**src/rtl/carry_stim_seq.sv**
```systemverilog
// Carry-chain minitest stimulus/readback sequencer for the serial harness.
// Optional self-check (err_count, pass) enabled by CARRY_STIM_CHECK_EN.
module carry_stim_seq #(
  parameter int DIN_N   = 256,
  parameter int DOUT_N  = 256,
  parameter int VEC_W   = 2,
  parameter int RES_BIT = 0
`ifdef CARRY_STIM_CHECK_EN
  ,
  parameter logic [2**VEC_W-1:0] EXP_MASK = 4'b1100
`endif
) (
  input  logic               clk,
  input  logic               rst,
  input  logic               start,
  output logic               di,
  output logic               stb,
  input  logic               do_in,
  output logic               busy,
  output logic               done,
  output logic [2**VEC_W-1:0] results
`ifdef CARRY_STIM_CHECK_EN
  ,
  output logic [VEC_W:0]     err_count,
  output logic               pass
`endif
);

  localparam int NVEC = 2**VEC_W;
  localparam int F_W  = $clog2(NVEC + 2);
  localparam int K_W  = (DIN_N > 2) ? $clog2(DIN_N) : 1;
  localparam int E_W  = VEC_W + 1;

  localparam logic [F_W-1:0] F_NVEC = F_W'(NVEC);
  localparam logic [F_W-1:0] F_LAST = F_W'(NVEC + 1);
  localparam logic [F_W-1:0] F_CAP0 = F_W'(2);
  localparam logic [K_W-1:0] K_LAST = K_W'(DIN_N - 1);
  localparam logic [K_W-1:0] K_CAP  = K_W'(DOUT_N - 1 - RES_BIT);
  localparam logic [K_W-1:0] K_VEC  = K_W'(VEC_W);

  typedef enum logic [1:0] {
    S_IDLE,
    S_SHIFT,
    S_STB
  } state_t;

  state_t            state_q, state_d;
  logic [F_W-1:0]    f_q, f_d;
  logic [K_W-1:0]    k_q, k_d;
  logic              di_q, di_d;
  logic              stb_q, stb_d;
  logic              busy_q, busy_d;
  logic              done_q, done_d;
  logic [NVEC-1:0]   results_q, results_d;
  logic [VEC_W-1:0]  vidx;
  logic              cap;
`ifdef CARRY_STIM_CHECK_EN
  localparam logic [E_W-1:0] E_SAT = E_W'(NVEC);
  logic [E_W-1:0]    err_q, err_d;
  logic              pass_q, pass_d;
`endif

  // Bit shifted out at cycle k of frame f; frames are sent MSB first.
  function automatic logic frame_bit(
    input logic [F_W-1:0] f,
    input logic [K_W-1:0] k
  );
    logic [K_W-1:0] ix;
    logic [F_W-1:0] sh;
    ix = K_LAST - k;
    sh = f >> ix;
    frame_bit = (f < F_NVEC) && (ix < K_VEC) && sh[0];
  endfunction

  always_comb begin
    state_d   = state_q;
    f_d       = f_q;
    k_d       = k_q;
    di_d      = 1'b0;
    stb_d     = 1'b0;
    busy_d    = busy_q;
    done_d    = 1'b0;
    results_d = results_q;
    vidx      = VEC_W'(f_q - F_CAP0);
    cap       = (state_q == S_SHIFT) && (f_q >= F_CAP0) &&
                (k_q == K_CAP);
`ifdef CARRY_STIM_CHECK_EN
    err_d  = err_q;
    pass_d = pass_q;
`endif
    if (cap) begin
      results_d[vidx] = do_in;
`ifdef CARRY_STIM_CHECK_EN
      if ((do_in != EXP_MASK[vidx]) && (err_q != E_SAT))
        err_d = err_q + 1'b1;
`endif
    end
    unique case (state_q)
      S_IDLE: begin
        if (start) begin
          state_d   = S_SHIFT;
          f_d       = '0;
          k_d       = '0;
          busy_d    = 1'b1;
          results_d = '0;
          di_d      = frame_bit('0, '0);
`ifdef CARRY_STIM_CHECK_EN
          err_d     = '0;
          pass_d    = 1'b0;
`endif
        end
      end
      S_SHIFT: begin
        if (k_q == K_LAST) begin
          state_d = S_STB;
          stb_d   = 1'b1;
        end else begin
          k_d  = k_q + 1'b1;
          di_d = frame_bit(f_q, k_q + 1'b1);
        end
      end
      S_STB: begin
        if (f_q == F_LAST) begin
          state_d = S_IDLE;
          busy_d  = 1'b0;
          done_d  = 1'b1;
`ifdef CARRY_STIM_CHECK_EN
          pass_d  = (err_q == '0);
`endif
        end else begin
          state_d = S_SHIFT;
          f_d     = f_q + 1'b1;
          k_d     = '0;
          di_d    = frame_bit(f_q + 1'b1, '0);
        end
      end
      default: state_d = S_IDLE;
    endcase
  end

  always_ff @(posedge clk) begin
    if (rst) begin
      state_q   <= S_IDLE;
      f_q       <= '0;
      k_q       <= '0;
      di_q      <= 1'b0;
      stb_q     <= 1'b0;
      busy_q    <= 1'b0;
      done_q    <= 1'b0;
      results_q <= '0;
`ifdef CARRY_STIM_CHECK_EN
      err_q     <= '0;
      pass_q    <= 1'b0;
`endif
    end else begin
      state_q   <= state_d;
      f_q       <= f_d;
      k_q       <= k_d;
      di_q      <= di_d;
      stb_q     <= stb_d;
      busy_q    <= busy_d;
      done_q    <= done_d;
      results_q <= results_d;
`ifdef CARRY_STIM_CHECK_EN
      err_q     <= err_d;
      pass_q    <= pass_d;
`endif
    end
  end

  assign di      = di_q;
  assign stb     = stb_q;
  assign busy    = busy_q;
  assign done    = done_q;
  assign results = results_q;
`ifdef CARRY_STIM_CHECK_EN
  assign err_count = err_q;
  assign pass      = pass_q;
`endif

endmodule

```
**config.mk**
```make
export PLATFORM = sky130hd
export DESIGN_NAME = carry_stim_seq
export DESIGN_NICKNAME = d
export VERILOG_FILES = /design/src/rtl/carry_stim_seq.sv
export SDC_FILE = /design/constraint.sdc
export NUM_CORES = 1
export LEC_CHECK = 0
export CAP_MARGIN = 20
export CORE_MARGIN = 2
export CORE_UTILIZATION = 49
export CTS_CLUSTER_SIZE = 16
export DETAILED_ROUTE_END_ITERATION = 8
export HOLD_SLACK_MARGIN = 0.06
export PLACE_DENSITY = 0.81
export REMOVE_ABC_BUFFERS = 1
export SLEW_MARGIN = 30
export SYNTH_ARGS = -nofsm -noshare
export SYNTH_HDL_FRONTEND = slang
export SYNTH_SLANG_ARGS = --single-unit
```
**constraint.sdc**
```tcl
create_clock -name clk -period 1.8 [get_ports clk]
set_input_delay 0.36 -clock clk [delete_from_list [all_inputs] [get_ports clk]]
set_output_delay 0.36 -clock clk [all_outputs]
set_load 0.01 [all_outputs]
```
Word-level counts from Yosys, hierarchy flattened
Index checks and enable logic that the tools add are counted.
- memories kept: 0
- output and inout port bits: 8
- bits in latches: 0
- bits in read-only memories: 0
- bits in writable memories: 0
- bits of input ports: 4
- register bits: 21
- logic and storage cells: 66
- bitwise operators: 2
- $add $sub $neg: 4
- equal/unequal tests: 9
- shift-type cells: 1
- reduce and logical (&&, ||, !) cells: 15
- divide/modulo/power cells: 0
- muxes and demuxes: 22
- $lt $le $gt $ge: 5
- multipliers: 0
- operator list (operator ; count):
    $mux W8 ; 3
    $pmux W8 S3 ; 1
    $mux W4 ; 3
    $add A8 B1 Y8 const B ; 1
    $eq A8 B8 Y1 const B ; 1
    $lt A8 B2 Y1 const B ; 1
    $ne A2 B2 Y1 const B ; 4
    $shr A3 B8 Y1 ; 1
    $sub A8 B8 Y8 const A ; 1
    $mux W1 ; 6
    $mux W3 ; 2
    $pmux W2 S3 ; 1
    $pmux W3 S2 ; 1
    $reduce_and A3 Y1 ; 2
    $logic_and A1 B1 Y1 ; 5
    $bwmux W4 ; 1
    $mux W2 ; 2
    $reduce_and A4 Y1 ; 1
    $reduce_or A2 Y1 ; 2
    $add A3 B1 Y3 const B ; 1
    $eq A3 B3 Y1 const B ; 1
    $ge A3 B2 Y1 const B ; 1
    $lt A2 B3 Y1 const B ; 1
    $lt A3 B3 Y1 const B ; 1
    other kinds (13) ; 14

Logic depth before layout (Yosys ltp)
- word-level depth: 9
- depth in mapped cells: 6
- gate-level depth less buffers: 6

Least setup slack after synthesis
Ideal clock, no wire load.
- path kind: flip-flop to flip-flop
- start point: register k_q[0]
- end point: register results_q[0], in the netlist results[0]
- required time: 1680 ps
- path buffers: 0
- stages on the path, launching flop included: 6
- arrival time: 1588 ps
- setup time: 120 ps
- clock period less this slack: 1708 ps
- slack: 92 ps
- cells stage by stage: dfxtp_1 -> ha_1 -> nand4_2 -> or4_4 -> o21ai_1 -> a21oi_1
- longest elaborated chain between the ends: 5
- ends and longest elaborated chain (element ; RTL line ; RTL):
    start, declared ; 49 ; logic [K_W-1:0] k_q, k_d;
    start signal, assigned ; 158 ; k_q <= k_d;
    $eq A8 B8 Y1 (*) ; 86 ; (k_q == K_CAP);
    $logic_and A1 B1 Y1 (*) ; 85 ; cap = (state_q == S_SHIFT) && (f_q >= F_CAP0) &&
    $mux W4 (*) ; 91 ; if (cap) begin
    $mux W4 ; 100 ; if (start) begin
    $mux W4 (*) ; 98 ; unique case (state_q)
    end signal, assigned ; 163 ; results_q <= results_d;
    end, declared ; 54 ; logic [NVEC-1:0] results_q, results_d;
Every way passes the cells marked *; elsewhere a longest branch is shown, timed or not.
A chain may end at the register's enable or synchronous reset.

Worst setup path in the final report
- start point: register k_q[0]
- end point: register results_q[1], in the netlist results[1]
Same word-level chain as after synthesis.

==> flow_summary.json <==
{
  "yosysSeqAreaShare_pct": 37.1,
  "drtIter0Drc": 34,
  "fin_crit_ns": 1.67,
  "worstMarginPinSlew_ns": 0.425,
  "hp-class": "reg2reg",
  "hold_viol_final": 0,
  "p_leak_nw": 0.497,
  "coreArea_um2": 2190,
  "drcViolationCount": 0,
  "setup_ws_ns": 0.132,
  "cp-end-kind": "flop",
  "critPathTopFamily": "simple AND/OR/NAND/NOR gates",
  "synth_area_leaders": "dfxtp_1 37%, ha_1 5.5%, nand3_1 4.4%, a21oi_1 4.0%, xnor2_1 3.1%",
  "fp.dieH_um": 52.1,
  "start_util_pct": 51.7,
  "vias": 1043,
  "io_pins": 12,
  "finalPower_uw": 767,
  "gp_congestion": 0.863,
  "hpwl_um": 1800,
  "routed_wl_um": 2390,
  "irDropWorstVdd_uv": 389,
  "grt_pass1_wl_um": 4040,
  "grt_pass1_vias": 993,
  "yosys_warnings": 0,
  "startpoint": "k_q[0]$_SDFFE_PP0P_",
  "cts_tree": "built",
  "whs_ns": 0.485,
  "firstDrtPassIters": 4,
  "cts_root_buf": "clkbuf_4",
  "skew_ns": 0.00781,
  "synth_cell_types": 43,
  "setup_viol": 0,
  "via_per_inst": 5.83,
  "dieArea_um2": 2710,
  "num_antenna_cells": 0,
  "cap_violations": 0,
  "slowest_stage": "or4_4",
  "grt_usage_pct": 19.7,
  "antenna_found_initial": 0,
  "place_worst_setup_slack_ns": -0.0208,
  "min-delay-start": "results[2]$_SDFF_PP0_",
  "relSlewSlack_pct": 71.7,
  "postRouteAntennaNets": 0,
  "required_ns": 2.00,
  "power_density_nw_per_um2": 566,
  "rsz0062_at_grt": "no",
  "area_delta_synth_final_pct": 19.7,
  "period_share_pct": 92.6,
  "cts_max_level": 1,
  "synth_seq_cells": 21,
  "cts-hold-fix-buffers": 0,
  "clk_path_buf_depth": 2,
  "synth_area_per_cell_um2": 8.58,
  "wl_per_cell_um": 13.4,
  "synth_area_leader_cell": "dfxtp_1",
  "timing.critical_path.buf_inv": 0,
  "grt_max_degree": 13,
  "status": "finished clean",
  "numPortBuffers": 11,
  "fmax_mhz": 600,
  "netlist_area_um2": 1130,
  "nNetsFinal": 161,
  "drv_slew": 0,
  "core.rowCount": 17,
  "die_w_um": 52.1,
  "r2r-start": "k_q[0]$_SDFFE_PP0P_",
  "synth_top_area_share_pct": 37.1,
  "cp_max_fo": 6,
  "crit_type": "reg2reg",
  "clkLatencyLatePin_ns": 0.30,
  "clk_pin_slew_ns": 0.12,
  "layout-drive-gt1-share_pct": 13.9,
  "critPathMaxStageDelay_ns": 0.60,
  "clock-sinks": 21,
  "netlist_instances": 132,
  "cts_inserted_buffers": 3,
  "grt_overflow": 0,
  "cp.arrival_ns": 1.87,
  "startpoint_type": "flop",
  "crit_path_cell_trace": "ha_2 > nand4_2 > or4_4 > o21ai_1 > a21oi_1"
}
## power by group
part | internal [mW] | switching, mW
combinational | 0.0330 | 0.0338
clock | 0.0828 | 0.140
sequential | 0.471 | 0.00725
## flip-flops by register name (all words and copies together), names as in the netlist
name     flops
f_q          3
state_q      2
k_q          8
done         1
di           1
results      4
busy         1
stb          1
## worst register-to-register path, stage by stage, from the launching register on
cell and delay [ns]:
dfxtp_1 0.37, ha_2 0.25, nand4_2 0.13, or4_4 0.60, o21ai_1 0.15, a21oi_1 0.08
## cell usage in the layout, fill, tap and decap left out, types with 3 or more instances in the layout
cell type / synthesis / layout
dfxtp_1: 21 / 20
clkdlybuf4s50_1: 0 / 11
nand3_1: 10 / 10
buf_4: 0 / 10
a21oi_1: 9 / 9
inv_1: 8 / 8
nor2_1: 7 / 7
nand2_1: 6 / 6
nor3_1: 5 / 5
o21ai_1: 4 / 5
o21ai_0: 5 / 4
xnor2_1: 4 / 4
ha_1: 5 / 4
nand2b_1: 3 / 3
nor2b_1: 3 / 3
clkbuf_4: 0 / 3
## Yosys cell counts (all sizes together)
library cell  instances
dfxtp                21
nand3                10
a21oi                 9
o21ai                 9
inv                   8
nor2                  7
nand2                 6
ha                    5
nor3                  5
xnor2                 4
buf                   3
clkbuf                3
nand2b                3
nor2b                 3
nor4                  3
a211o                 2
a211oi                2
a22o                  2
a31oi                 2
and3                  2
mux2i                 2
nand4b                2
nor3b                 2
or4                   2
a21boi                1
a21o                  1
a221o                 1
a31o                  1
and2                  1
and3b                 1
and4                  1
mux2                  1
nand4                 1
nor4bb                1
o211a                 1
o2bb2ai               1
o31ai                 1
o41ai                 1
or2                   1
## final cells by class
cell class / count / area (um2)
fillers: 187 / 836
flip-flops and latches: 21 / 422
clock buffers: 3 / 22.5
well taps: 28 / 35.0
inverters: 8 / 30.0
repair buffers: 21 / 185
multi-input cells: 97 / 656
clock inverters: 1 / 5.00
## logic make-up after synthesis
kind of cell	count (synthesis)	share of synthesized area, %
multiplexers	3	2.76
flip-flops	21	37.1
XOR/XNOR	4	3.09
buffers and inverters	14	5.19
AND/OR/NAND/NOR	51	26.7
AO/OA/AOI/OAI	34	19.6
adder cells (fa/ha/maj)	5	5.52
## per-stage QoR
stage,util (%),instances,area [um2],setup TNS (ns)
finish,61.9,179,1360,0
floorplan,-,126,1100,0
detailed placement,60.4,175,1320,-0.0208
global route,61.9,179,1360,0
global placement,60.4,175,1320,0
CTS,61.7,179,1350,0
## worst paths after layout
check                     endpoint  slack, ns  depth (start not counted)
max          results[1]$_SDFF_PP0_       0.13                          5
min          results[2]$_SDFF_PP0_       0.48                          2
max reg2reg  results[1]$_SDFF_PP0_       0.13                          5
min reg2reg  results[2]$_SDFF_PP0_       0.48                          2
## what timing repair did
action,CTS,global route
hold endpoints to repair,0,0
gates resized for setup,0,3
endpoints found under the setup margin,0,9
setup buffers,0,0
## per-layer routing
layer | share of wire, % | up-vias | global-route usage, %
met5 | 0 | - | 0
met4 | 0 | 0 | 7.46
met3 | 3.8 | 0 | 2.87
met2 | 50 | 29 | 34.0
met1 | 46 | 492 | 24.5
li1 | - | 522 | -
Power figures use the tool's default switching activity.
